===== src/rtl/fpro_bus_pkg.sv =====
// fpro_bus_pkg: shared FPro bus types, widths and the bridge address decode.
package fpro_bus_pkg;
    typedef enum logic [1:0] {IDLE, ACCESS, DONE} brg_state_t;
    localparam int FP_ADDR_W = 21;
    localparam int FP_DATA_W = 32;
    localparam int BRG_SEL_BIT = 23;
    localparam logic [31:0] BRG_BASE = 32'hC000_0000;
    localparam logic [31:0] RD_DEFAULT = 32'hFFFF_FFFF;
    // returns {hit, video_sel}; only the top byte of base takes part in the window match
    function automatic logic [1:0] brg_decode(input logic [31:0] addr, input logic [31:0] base);
        return {((addr ^ base) & 32'hFF00_0000) == 32'h0, addr[BRG_SEL_BIT]};
    endfunction
endpackage


===== src/rtl/chu_mcs_fpro_bridge_if.sv =====
// chu_mcs_fpro_bridge_if: MCS IO bus plus FPro bus as seen by the bridge.
interface chu_mcs_fpro_bridge_if;
    import fpro_bus_pkg::*;
    logic                 io_addr_strobe;
    logic                 io_read_strobe;
    logic                 io_write_strobe;
    logic [31:0]          io_address;
    logic [3:0]           io_byte_enable;
    logic [31:0]          io_write_data;
    logic [31:0]          io_read_data;
    logic                 io_ready;
    logic                 fp_mmio_cs;
    logic                 fp_video_cs;
    logic                 fp_wr;
    logic                 fp_rd;
    logic [FP_ADDR_W-1:0] fp_addr;
    logic [FP_DATA_W-1:0] fp_wr_data;
    logic [FP_DATA_W-1:0] fp_mmio_rd_data;
    logic [FP_DATA_W-1:0] fp_video_rd_data;
    modport master (
        output io_addr_strobe, io_read_strobe, io_write_strobe, io_address, io_byte_enable,
               io_write_data, fp_mmio_rd_data, fp_video_rd_data,
        input  io_read_data, io_ready, fp_mmio_cs, fp_video_cs, fp_wr, fp_rd, fp_addr, fp_wr_data
    );
    modport slave (
        input  io_addr_strobe, io_read_strobe, io_write_strobe, io_address, io_byte_enable,
               io_write_data, fp_mmio_rd_data, fp_video_rd_data,
        output io_read_data, io_ready, fp_mmio_cs, fp_video_cs, fp_wr, fp_rd, fp_addr, fp_wr_data
    );
endinterface


===== src/rtl/chu_mcs_fpro_bridge.sv =====
// chu_mcs_fpro_bridge: MCS IO bus to FPro bridge, fixed 2-cycle latency, sticky error flag.
module chu_mcs_fpro_bridge
    import fpro_bus_pkg::*;
(
    input  logic                  clk,
    input  logic                  reset,
    chu_mcs_fpro_bridge_if.slave  bus,
    output logic                  brg_err
);
    brg_state_t           state;
    logic [FP_ADDR_W-1:0] addr_q;
    logic [FP_DATA_W-1:0] wd_q;
    logic [31:0]          rdata_q;
    logic                 rd_q, wr_q, vid_q, err_q;
    logic [1:0]           dec;
    logic                 ok_rd, ok_wr, unused;
    assign unused = ^bus.io_address[1:0];
    assign dec = brg_decode(bus.io_address, BRG_BASE);
    assign ok_rd = dec[1] && bus.io_read_strobe && !bus.io_write_strobe;
    assign ok_wr = dec[1] && bus.io_write_strobe && !bus.io_read_strobe && bus.io_byte_enable == 4'hF;
    always_ff @(posedge clk) begin
        if (!reset) begin
            state   <= IDLE;
            addr_q  <= '0;
            wd_q    <= '0;
            rdata_q <= '0;
            rd_q    <= 1'b0;
            wr_q    <= 1'b0;
            vid_q   <= 1'b0;
            err_q   <= 1'b0;
        end else begin
            if (bus.io_addr_strobe && state != IDLE)
                err_q <= 1'b1;
            case (state)
                IDLE: if (bus.io_addr_strobe) begin
                    addr_q <= bus.io_address[FP_ADDR_W+1:2];
                    wd_q   <= bus.io_write_data;
                    rd_q   <= ok_rd;
                    wr_q   <= ok_wr;
                    vid_q  <= dec[0];
                    state  <= ACCESS;
                end
                ACCESS: begin
                    // rejected requests are neither rd_q nor wr_q
                    if (rd_q)
                        rdata_q <= vid_q ? bus.fp_video_rd_data : bus.fp_mmio_rd_data;
                    else if (!wr_q) begin
                        rdata_q <= RD_DEFAULT;
                        err_q   <= 1'b1;
                    end
                    state <= DONE;
                end
                default: state <= IDLE;
            endcase
        end
    end
    assign bus.fp_rd        = state == ACCESS && rd_q;
    assign bus.fp_wr        = state == ACCESS && wr_q;
    assign bus.fp_mmio_cs   = state == ACCESS && (rd_q || wr_q) && !vid_q;
    assign bus.fp_video_cs  = state == ACCESS && (rd_q || wr_q) && vid_q;
    assign bus.fp_addr      = addr_q;
    assign bus.fp_wr_data   = wd_q;
    assign bus.io_read_data = rdata_q;
    assign bus.io_ready     = state == DONE;
    assign brg_err          = err_q;
endmodule

===== src/flat_wrapper.sv =====
// flat-port wrapper written by rule: the top's interface ports become plain ports
module chu_mcs_fpro_bridge_flat import fpro_bus_pkg::*;
  (clk, reset, brg_err, bus_io_addr_strobe, bus_io_read_strobe, bus_io_write_strobe, bus_io_address, bus_io_byte_enable, bus_io_write_data, bus_fp_mmio_rd_data, bus_fp_video_rd_data, bus_io_read_data, bus_io_ready, bus_fp_mmio_cs, bus_fp_video_cs, bus_fp_wr, bus_fp_rd, bus_fp_addr, bus_fp_wr_data);
  chu_mcs_fpro_bridge_if bus_i ();
  input  logic clk;
  input  logic reset;
  output logic brg_err;
  input wire logic [$bits(bus_i.io_addr_strobe)-1:0] bus_io_addr_strobe;
  input wire logic [$bits(bus_i.io_read_strobe)-1:0] bus_io_read_strobe;
  input wire logic [$bits(bus_i.io_write_strobe)-1:0] bus_io_write_strobe;
  input wire logic [$bits(bus_i.io_address)-1:0] bus_io_address;
  input wire logic [$bits(bus_i.io_byte_enable)-1:0] bus_io_byte_enable;
  input wire logic [$bits(bus_i.io_write_data)-1:0] bus_io_write_data;
  input wire logic [$bits(bus_i.fp_mmio_rd_data)-1:0] bus_fp_mmio_rd_data;
  input wire logic [$bits(bus_i.fp_video_rd_data)-1:0] bus_fp_video_rd_data;
  output wire logic [$bits(bus_i.io_read_data)-1:0] bus_io_read_data;
  output wire logic [$bits(bus_i.io_ready)-1:0] bus_io_ready;
  output wire logic [$bits(bus_i.fp_mmio_cs)-1:0] bus_fp_mmio_cs;
  output wire logic [$bits(bus_i.fp_video_cs)-1:0] bus_fp_video_cs;
  output wire logic [$bits(bus_i.fp_wr)-1:0] bus_fp_wr;
  output wire logic [$bits(bus_i.fp_rd)-1:0] bus_fp_rd;
  output wire logic [$bits(bus_i.fp_addr)-1:0] bus_fp_addr;
  output wire logic [$bits(bus_i.fp_wr_data)-1:0] bus_fp_wr_data;
  assign bus_i.io_addr_strobe = bus_io_addr_strobe;
  assign bus_i.io_read_strobe = bus_io_read_strobe;
  assign bus_i.io_write_strobe = bus_io_write_strobe;
  assign bus_i.io_address = bus_io_address;
  assign bus_i.io_byte_enable = bus_io_byte_enable;
  assign bus_i.io_write_data = bus_io_write_data;
  assign bus_i.fp_mmio_rd_data = bus_fp_mmio_rd_data;
  assign bus_i.fp_video_rd_data = bus_fp_video_rd_data;
  assign bus_io_read_data = bus_i.io_read_data;
  assign bus_io_ready = bus_i.io_ready;
  assign bus_fp_mmio_cs = bus_i.fp_mmio_cs;
  assign bus_fp_video_cs = bus_i.fp_video_cs;
  assign bus_fp_wr = bus_i.fp_wr;
  assign bus_fp_rd = bus_i.fp_rd;
  assign bus_fp_addr = bus_i.fp_addr;
  assign bus_fp_wr_data = bus_i.fp_wr_data;
  chu_mcs_fpro_bridge u_core (.clk(clk), .reset(reset), .bus(bus_i), .brg_err(brg_err));
endmodule

===== config.mk =====
export PLATFORM = sky130hd
export DESIGN_NAME = chu_mcs_fpro_bridge_flat
export DESIGN_NICKNAME = d
export VERILOG_FILES = /design/src/rtl/fpro_bus_pkg.sv /design/src/rtl/chu_mcs_fpro_bridge_if.sv /design/src/rtl/chu_mcs_fpro_bridge.sv /design/src/flat_wrapper.sv
export SDC_FILE = /design/constraint.sdc
export NUM_CORES = 1
export LEC_CHECK = 0
export CAP_MARGIN = 20
export CORE_ASPECT_RATIO = 0.7
export CORE_UTILIZATION = 40
export DETAILED_ROUTE_END_ITERATION = 8
export PLACE_DENSITY = 0.87
export RECOVER_POWER = 100
export SLEW_MARGIN = 20
export SYNTH_ARGS = -nofsm -noshare
export SYNTH_HDL_FRONTEND = slang
export SYNTH_SLANG_ARGS = --single-unit

===== constraint.sdc =====
create_clock -name clk -period 1.9 [get_ports clk]
set_input_delay 0.38 -clock clk [delete_from_list [all_inputs] [get_ports clk]]
set_output_delay 0.38 -clock clk [all_outputs]
set_load 0.02 [all_outputs]

==> results of run 1 <==
## critical path, cell delays in order (launching register included)
cell and delay (ns):
sky130_fd_sc_hd__dfxtp_1 0.32, sky130_fd_sc_hd__buf_4 0.15, sky130_fd_sc_hd__and3b_1 0.24, sky130_fd_sc_hd__dlygate4sd2_1 0.38
## registers in the layout (all words and copies together), names as in the netlist
signal,flops
u_core.bus.fp_wr_data,32
u_core.bus.io_read_data,32
u_core.bus.fp_addr,21
u_core.state,2
u_core.brg_err,1
u_core.rd_q,1
u_core.vid_q,1
u_core.wr_q,1
## final timing paths
check / slack, ns / endpoint / startpoint
worst max-delay path: 0.10 / bus_fp_rd / u_core.state[1]
worst min-delay path: 0.37 / u_core.state[0] / reset
worst max register to register: 0.16 / u_core.bus.io_read_data[29] / u_core.vid_q
worst min register to register: 0.45 / u_core.bus.fp_wr_data[26] / u_core.bus.fp_wr_data[26]
## cell families (layout without fill, tap and decap cells)
| kind of cell | Yosys count | count (layout) | synth area share |
|---|---|---|---|
| AO/OA/AOI/OAI | 92 | 92 | 0.2070 |
| AND/OR/NAND/NOR | 160 | 160 | 0.1728 |
| buffers and inverters | 36 | 256 | 0.05331 |
| flip-flops | 91 | 91 | 0.4821 |
| multiplexers | 32 | 32 | 0.08477 |
## layer usage
| layer | up-vias | wire length [um] | global-route usage |
|---|---|---|---|
| li1 | 1811 | - | - |
| met1 | 1667 | 4548 | 0.2552 |
| met2 | 144 | 5061 | 0.3722 |
| met3 | 8 | 699 | 0.07005 |
| met4 | 0 | 106 | 0.06294 |
| met5 | - | 0 | 0 |
## area by class of cell
cell class / count / share of cell area
multi-input combinational: 284 / 0.2729
clock inverter: 6 / 0.01117
sequential: 91 / 0.2852
tap: 124 / 0.02429
timing repair buffer: 237 / 0.3673
clock buffer: 10 / 0.03741
inverter: 3 / 0.001763
## cell usage after synthesis, types with 3 or more instances
cell type and count:
sky130_fd_sc_hd__dfxtp_1 91, sky130_fd_sc_hd__nand2_1 144, sky130_fd_sc_hd__a21boi_1 48, sky130_fd_sc_hd__inv_1 3
sky130_fd_sc_hd__buf_2 14, sky130_fd_sc_hd__a21boi_0 7, sky130_fd_sc_hd__o211a_1 32, sky130_fd_sc_hd__buf_6 4
sky130_fd_sc_hd__clkbuf_1 10, sky130_fd_sc_hd__buf_4 5, sky130_fd_sc_hd__mux2i_1 32
## power breakdown
group          switching [mW]  internal, mW
sequential             0.0581          2.03
clock                   0.742          1.07
combinational           0.431         0.542
==> results.txt, run 1 <==
The x dimension of the die is 118.2 um. The final instance area came out at 6387 um^2. At the pin with the least slew margin, the transition time is 0.9459 ns. The global router's overall resource usage came out at 0.2157.

The routed wire length is 10.41 mm. The clock net sink count came out at 91. The cell area after placement is 6113 um^2. The number of DRC markers after the initial detailed-route iteration is 165. The maximum root-to-sink buffer count is 2. The total number of yosys warnings is 0. The sum of overflow across all layers after global routing is 0. In the layout the commonest cells are sky130_fd_sc_hd__nand2_1 (144), sky130_fd_sc_hd__clkdlybuf4s50_1 (133), sky130_fd_sc_hd__dfxtp_1 (91).

The maximum clock skew at final layout came out at 0.007904 ns. The final worst-path cycle share came out at 0.9449. The number of rows created at floorplan is 29. The post-synth design cell area is 3779 um^2. After detailed routing, the average wire length per cell comes to 13.79 um. The worst relative slew slack is 0.3694. The growth of design area from synthesis to finish is 69.04%. The share of synthesized registers carrying an async set or reset is 0. Fill cells in the final layout number 676. The critical path is of the flop to output port type. The root buffer cell chosen for the clock tree is sky130_fd_sc_hd__clkbuf_16. The post-CTS setup repair buffer count came out at 0. The synthesis-stage register bit count is 91. Setup violations remaining at the end of the flow were counted as 0. The number of antenna violations at the first check in global routing is 0. The worst-case IR drop observed on VDD is 0.0004483 V. The layout net count is 763. Setup repair after global routing left no endpoint under its margin.

The largest total area in the synthesized netlist belongs to sky130_fd_sc_hd__dfxtp_1. TritonCTS built the clock tree. The global-route wire length before repair is 17.03 mm. The run finished with clean final reports.

The data required time at the worst endpoint came out at 1.52 ns. The remaining number of nets flagged by the antenna check after routing is 0. In this run the power density over the cells is 762.7 nW/um^2. The via count came out at 3630. The count of H-tree levels built during CTS came out at 3. Prior to clock tree synthesis, the placed netlist has a worst setup slack of -0.007906 ns.

The number of max-capacitance violations reported is 0. The share of final-layout standard cells stronger than drive strength 1 came out at 0.05388. For this design the static power due to leakage is 2.898 nW. The number of stages on the worst hold path came out at 3. The share of the Yosys chip area taken by registers is 0.4821.

The mean area per synthesized cell came out at 9.194 um^2. The worst setup path is captured at an output port. Across all hold checks on the routed design, the worst slack comes to 0.3651 ns. The initial core utilization is 0.4149. The library cell used most frequently in the layout, excluding fill and tap cells, is sky130_fd_sc_hd__nand2_1. Post-CTS repair changed the size of 6 cells. STA classifies the critical path startpoint as a flop. The number of pins exceeding their max-slew limit in the final report is 0.

The post-route worst setup slack is 0.1048 ns. At the end of routability-driven placement, the weighted congestion stood at 0.8215. The top flip-flop cell by instance count after synthesis is sky130_fd_sc_hd__dfxtp_1. The count of antenna diodes in the layout came out at 0. The detailed-route vias per instance came out at 4.808. The hold-fix buffer count after cts came out at 0. The die outline area came out at 9846 um^2. The utilization of the core after routing came out at 0.7013. The die height is 83.32 um. The core region is 9107 um^2. The detailed-routing iteration count for the pre-antenna-repair pass came out at 4.

During I/O placement, the number of pins put on the boundary was 228. The final standard cell count with taps included and fillers excluded came out at 755. The number of CTS-inserted buffers is 9. The arrival time at the worst endpoint is 1.42 ns. The number of global-route vias before repair came out at 3575. The number of synthesized flops with an enable pin came out at 0. The final hold violation count is 0. The multi-input combinational cell area is 1743 um^2. The worst-skew pair later-pin latency is 0.33 ns. The type of the worst min-delay path is input pin to flop.

The count of buffers added on input and output ports is 225. The estimated wirelength of the detail-placed design is 7.771 mm. The clock-pin slew reported for the worst setup and hold paths after clock tree synthesis is 0.06 ns.

By area the synthesized netlist is led by sky130_fd_sc_hd__dfxtp_1 (48%), sky130_fd_sc_hd__nand2_1 (14%), sky130_fd_sc_hd__a21boi_1 (9.5%). Across the whole layout, storage elements account for 1822 um^2. The cell count of the worst reg-to-reg path is 4. The summed negative setup slack over all endpoints is 0 ns. Counting distinct cell types in the post-synthesis netlist gives 29. In the routed design, unresolved DRC markers number 0. The synthesized net count is 548. The final period demand of the worst path is 1.795 ns. The largest net degree at the start of global routing is 62. Once placement completed, the tool counted placed cells totaling 739. The fraction of synthesized cell area taken by the top area cell type came out at 0.4821. After layout, the design draws a total of 4.872 mW.

In this run the worst path has a maximum fanout of 6. The number of instances in the synthesized netlist came out at 411. The maximum clock frequency is 557.0 MHz.
Power figures use the tool's default switching activity.
==> run 2: changes to the inputs <==
- ABC_CLOCK_PERIOD_IN_PS: not set -> 1900
- GPL_TIMING_DRIVEN: not set -> 1
- PLACE_DENSITY: 0.87 -> 0.94
==> results.txt, run 2 (synthesized netlist as in run 1, its figures left out) <==
The critical path is of the input pin to flop type. The die height was 83.32 um (unchanged). The summed negative setup slack over all endpoints is 0 ns (unchanged). The number of DRC markers after the initial detailed-route iteration is 169 (+2.4%). The count of H-tree levels built during CTS came out at 3 (unchanged). The count of antenna diodes in the layout came out at 0 (unchanged). The final period demand of the worst path came out at 1.797 ns (+0.002099 ns). The worst setup path is captured at a flop.

The beginning of the worst register-to-register path is u_core.state[1]. The post-route worst setup slack is 0.1027 ns (-0.002099 ns). The static power due to leakage came to 2.891 nW (-0.25%). The number of global-route vias before repair is 3818 (+6.8%).

The estimated wirelength of the detail-placed design came out at 8.323 mm (+7.1%). The worst-case vdd ir drop is 0.0005510 V (+23%). The number of port buffers came to 225 (unchanged). The worst slack at placement is -0.03345 ns (-0.02554 ns).

The total power of the final layout was 4.705 mW (-3.4%). The clock net sink count came out at 91 (unchanged). The clock-pin slew reported for the worst setup and hold paths after clock tree synthesis is 0.06 ns (about the same). The remaining number of nets flagged by the antenna check after routing is 0 (unchanged).

The areal power density over the cells is 739.2 nW/um^2 (-3.1%). The via count is 3721 (+2.5%). In the layout the commonest cells are sky130_fd_sc_hd__nand2_1 (144), sky130_fd_sc_hd__clkdlybuf4s50_1 (132), sky130_fd_sc_hd__dfxtp_1 (90). The count of pins on the block boundary came out at 228 (unchanged). The post-CTS setup repair buffer count came to 0 (unchanged).

The number of antenna violations at the first check in global routing came out at 0 (unchanged). The maximum clock frequency came out at 556.4 MHz (-0.12%). The transition time at the pin with the least slew margin came out at 0.6080 ns (-0.3379 ns). The placeable core area came out at 9107 um^2 (unchanged). The hold-fix buffer count after cts is 0 (unchanged). The cell area after placement is 6128 um^2 (+0.25%). The worst register-to-register path ends at u_core.bus.fp_addr[19]. The most common library cell in the layout ignoring fill and taps is sky130_fd_sc_hd__nand2_1. The flip-flop and latch area is 1823 um^2 (about the same). The worst relative slew slack came to 0.5947 (+0.2253). The data required time at the worst endpoint came to 2.10 ns (+0.58 ns).

The maximum root-to-sink buffer count came out at 2 (unchanged). TritonCTS built the clock tree. The layout net count came out at 765 (+0.26%). The final instance area is 6365 um^2 (-0.35%). The detailed-routing iteration count for the pre-antenna-repair pass is 4 (unchanged). The global-route wire length before repair is 17.72 mm (+4.1%).

The number of pins exceeding their max-slew limit in the final report is 0 (unchanged). The tightest min-delay check is of the input pin to flop type. The maximum fanout count along the critical path came out at 50 (+44). The final worst-path cycle share is 0.9460 (+0.001105). In this run the clock root is driven by a sky130_fd_sc_hd__clkbuf_16. The routability-driven placement congestion ratio was 0.8494 (+3.4%). Setup repair after global routing left no endpoint under its margin. The final hold violation count is 0 (unchanged). Tracing the worst setup path back leads to its startpoint at bus_io_addr_strobe. The routed length per placed instance came out at 14.39 um (+4.4%). The final-report setup violation count is 0 (unchanged). The initial core utilization came out at 0.4149 (unchanged).

The sum of overflow across all layers after global routing is 0 (unchanged). The x dimension of the die came out at 118.2 um (unchanged). The arrival time at the worst endpoint came out at 2.00 ns (+0.58 ns). The die outline area came out at 9846 um^2 (unchanged). The largest net degree at the start of global routing is 51 (-18%). The filler cell count in the final layout was 665 (-1.6%). The share of final-layout standard cells stronger than drive strength 1 came to 0.05687 (+0.002989).

The number of remaining DRC errors is 0 (unchanged). The routed wire length came out at 10.90 mm (+4.6%). The number of max-capacitance violations reported was 0 (unchanged). The global router's overall resource usage came out at 0.2257 (+0.009975). The worst setup slack for register-to-register paths came out at 0.25 ns (+0.09 ns).

The cell count of the worst reg-to-reg path came out at 5 (+1). The flow ran to the end, and the final reports show no timing, DRC or antenna violations. The detailed-route vias per instance came out at 4.915 (+2.2%). The number of CTS-inserted buffers came out at 9 (unchanged).

STA classifies the critical path startpoint as an input pin. The maximum clock skew at final layout is 0.003645 ns (-0.004260 ns). The growth of design area from synthesis to finish is 68.44%. The number of rows created at floorplan came to 29 (unchanged).

The multi-input combinational cell area came to 1754 um^2 (+0.65%). The worst-skew pair later-pin latency is 0.33 ns (about the same). The timing endpoint of the critical path is u_core.bus.fp_addr[19].
## run 2: cell count changes in the layout (fill, tap and decap cells not counted), moves of 2 or more
cell	previous run	this run
sky130_fd_sc_hd__a21boi_0	53	51
sky130_fd_sc_hd__a21boi_1	2	4
sky130_fd_sc_hd__buf_4	9	11
sky130_fd_sc_hd__clkbuf_1	0	2
sky130_fd_sc_hd__clkinv_2	0	2
## run 2: per-stage QoR
| stage | instances | utilization | hold slack, ns |
|---|---|---|---|
| after floorplan | 411 | - | 0.4729 |
| after global placement | 741 | 0.6729 | 0.4399 |
| after detailed placement | 741 | 0.6729 | 0.4477 |
| after CTS | 757 | 0.7031 | 0.3565 |
| after global routing | 757 | 0.6989 | 0.3507 |
| final | 757 | 0.6989 | 0.3477 |
## run 2: final cells by class
class	instances	share of cell area
timing repair buffer	239	0.3682
inverter	3	0.001769
clock inverter	7	0.008256
multi-input combinational	284	0.2756
tap	124	0.02438
sequential	91	0.2864
clock buffer	9	0.03538
## run 2: how the worst min path moves through the flow
stage,from,to,slack [ns],cells after the start
floorplan,u_core.rd_q,u_core.rd_q,0.47,2
global placement,u_core.bus.fp_addr[13],u_core.bus.fp_addr[13],0.44,2
detailed placement,u_core.bus.fp_wr_data[9],u_core.bus.fp_wr_data[9],0.45,2
CTS,reset,u_core.state[0],0.36,3
global route,reset,u_core.state[0],0.35,3
finish,reset,u_core.state[0],0.35,3
## run 2: what timing repair did
| item | in CTS | in global routing |
|---|---|---|
| pin swaps | 0 | 1 |
| resized for setup | 8 | 2 |
| setup endpoints to repair | 5 | 2 |
## run 2: layer usage
| metal | vias to the layer above | global-route usage | share of wire |
|---|---|---|---|
| met5 | - | 0 | 0 |
| met4 | 0 | 0.07226 | 0.017 |
| met3 | 21 | 0.08997 | 0.078 |
| met2 | 156 | 0.4091 | 0.51 |
| met1 | 1721 | 0.2383 | 0.40 |
| li1 | 1823 | - | - |
## run 2: power by group
group	internal (mW)	switching, mW	total, mW
Combinational	0.542	0.437	0.979
Sequential	2.03	0.0625	2.10
Clock	0.894	0.735	1.63
Total	3.47	1.24	4.70
## run 2: worst max-delay path, cell delays in order
cell and delay, ns:
sky130_fd_sc_hd__dlygate4sd3_1 0.59, sky130_fd_sc_hd__or3b_2 0.47, sky130_fd_sc_hd__buf_4 0.30, sky130_fd_sc_hd__nand2_1 0.13, sky130_fd_sc_hd__a21boi_0 0.11
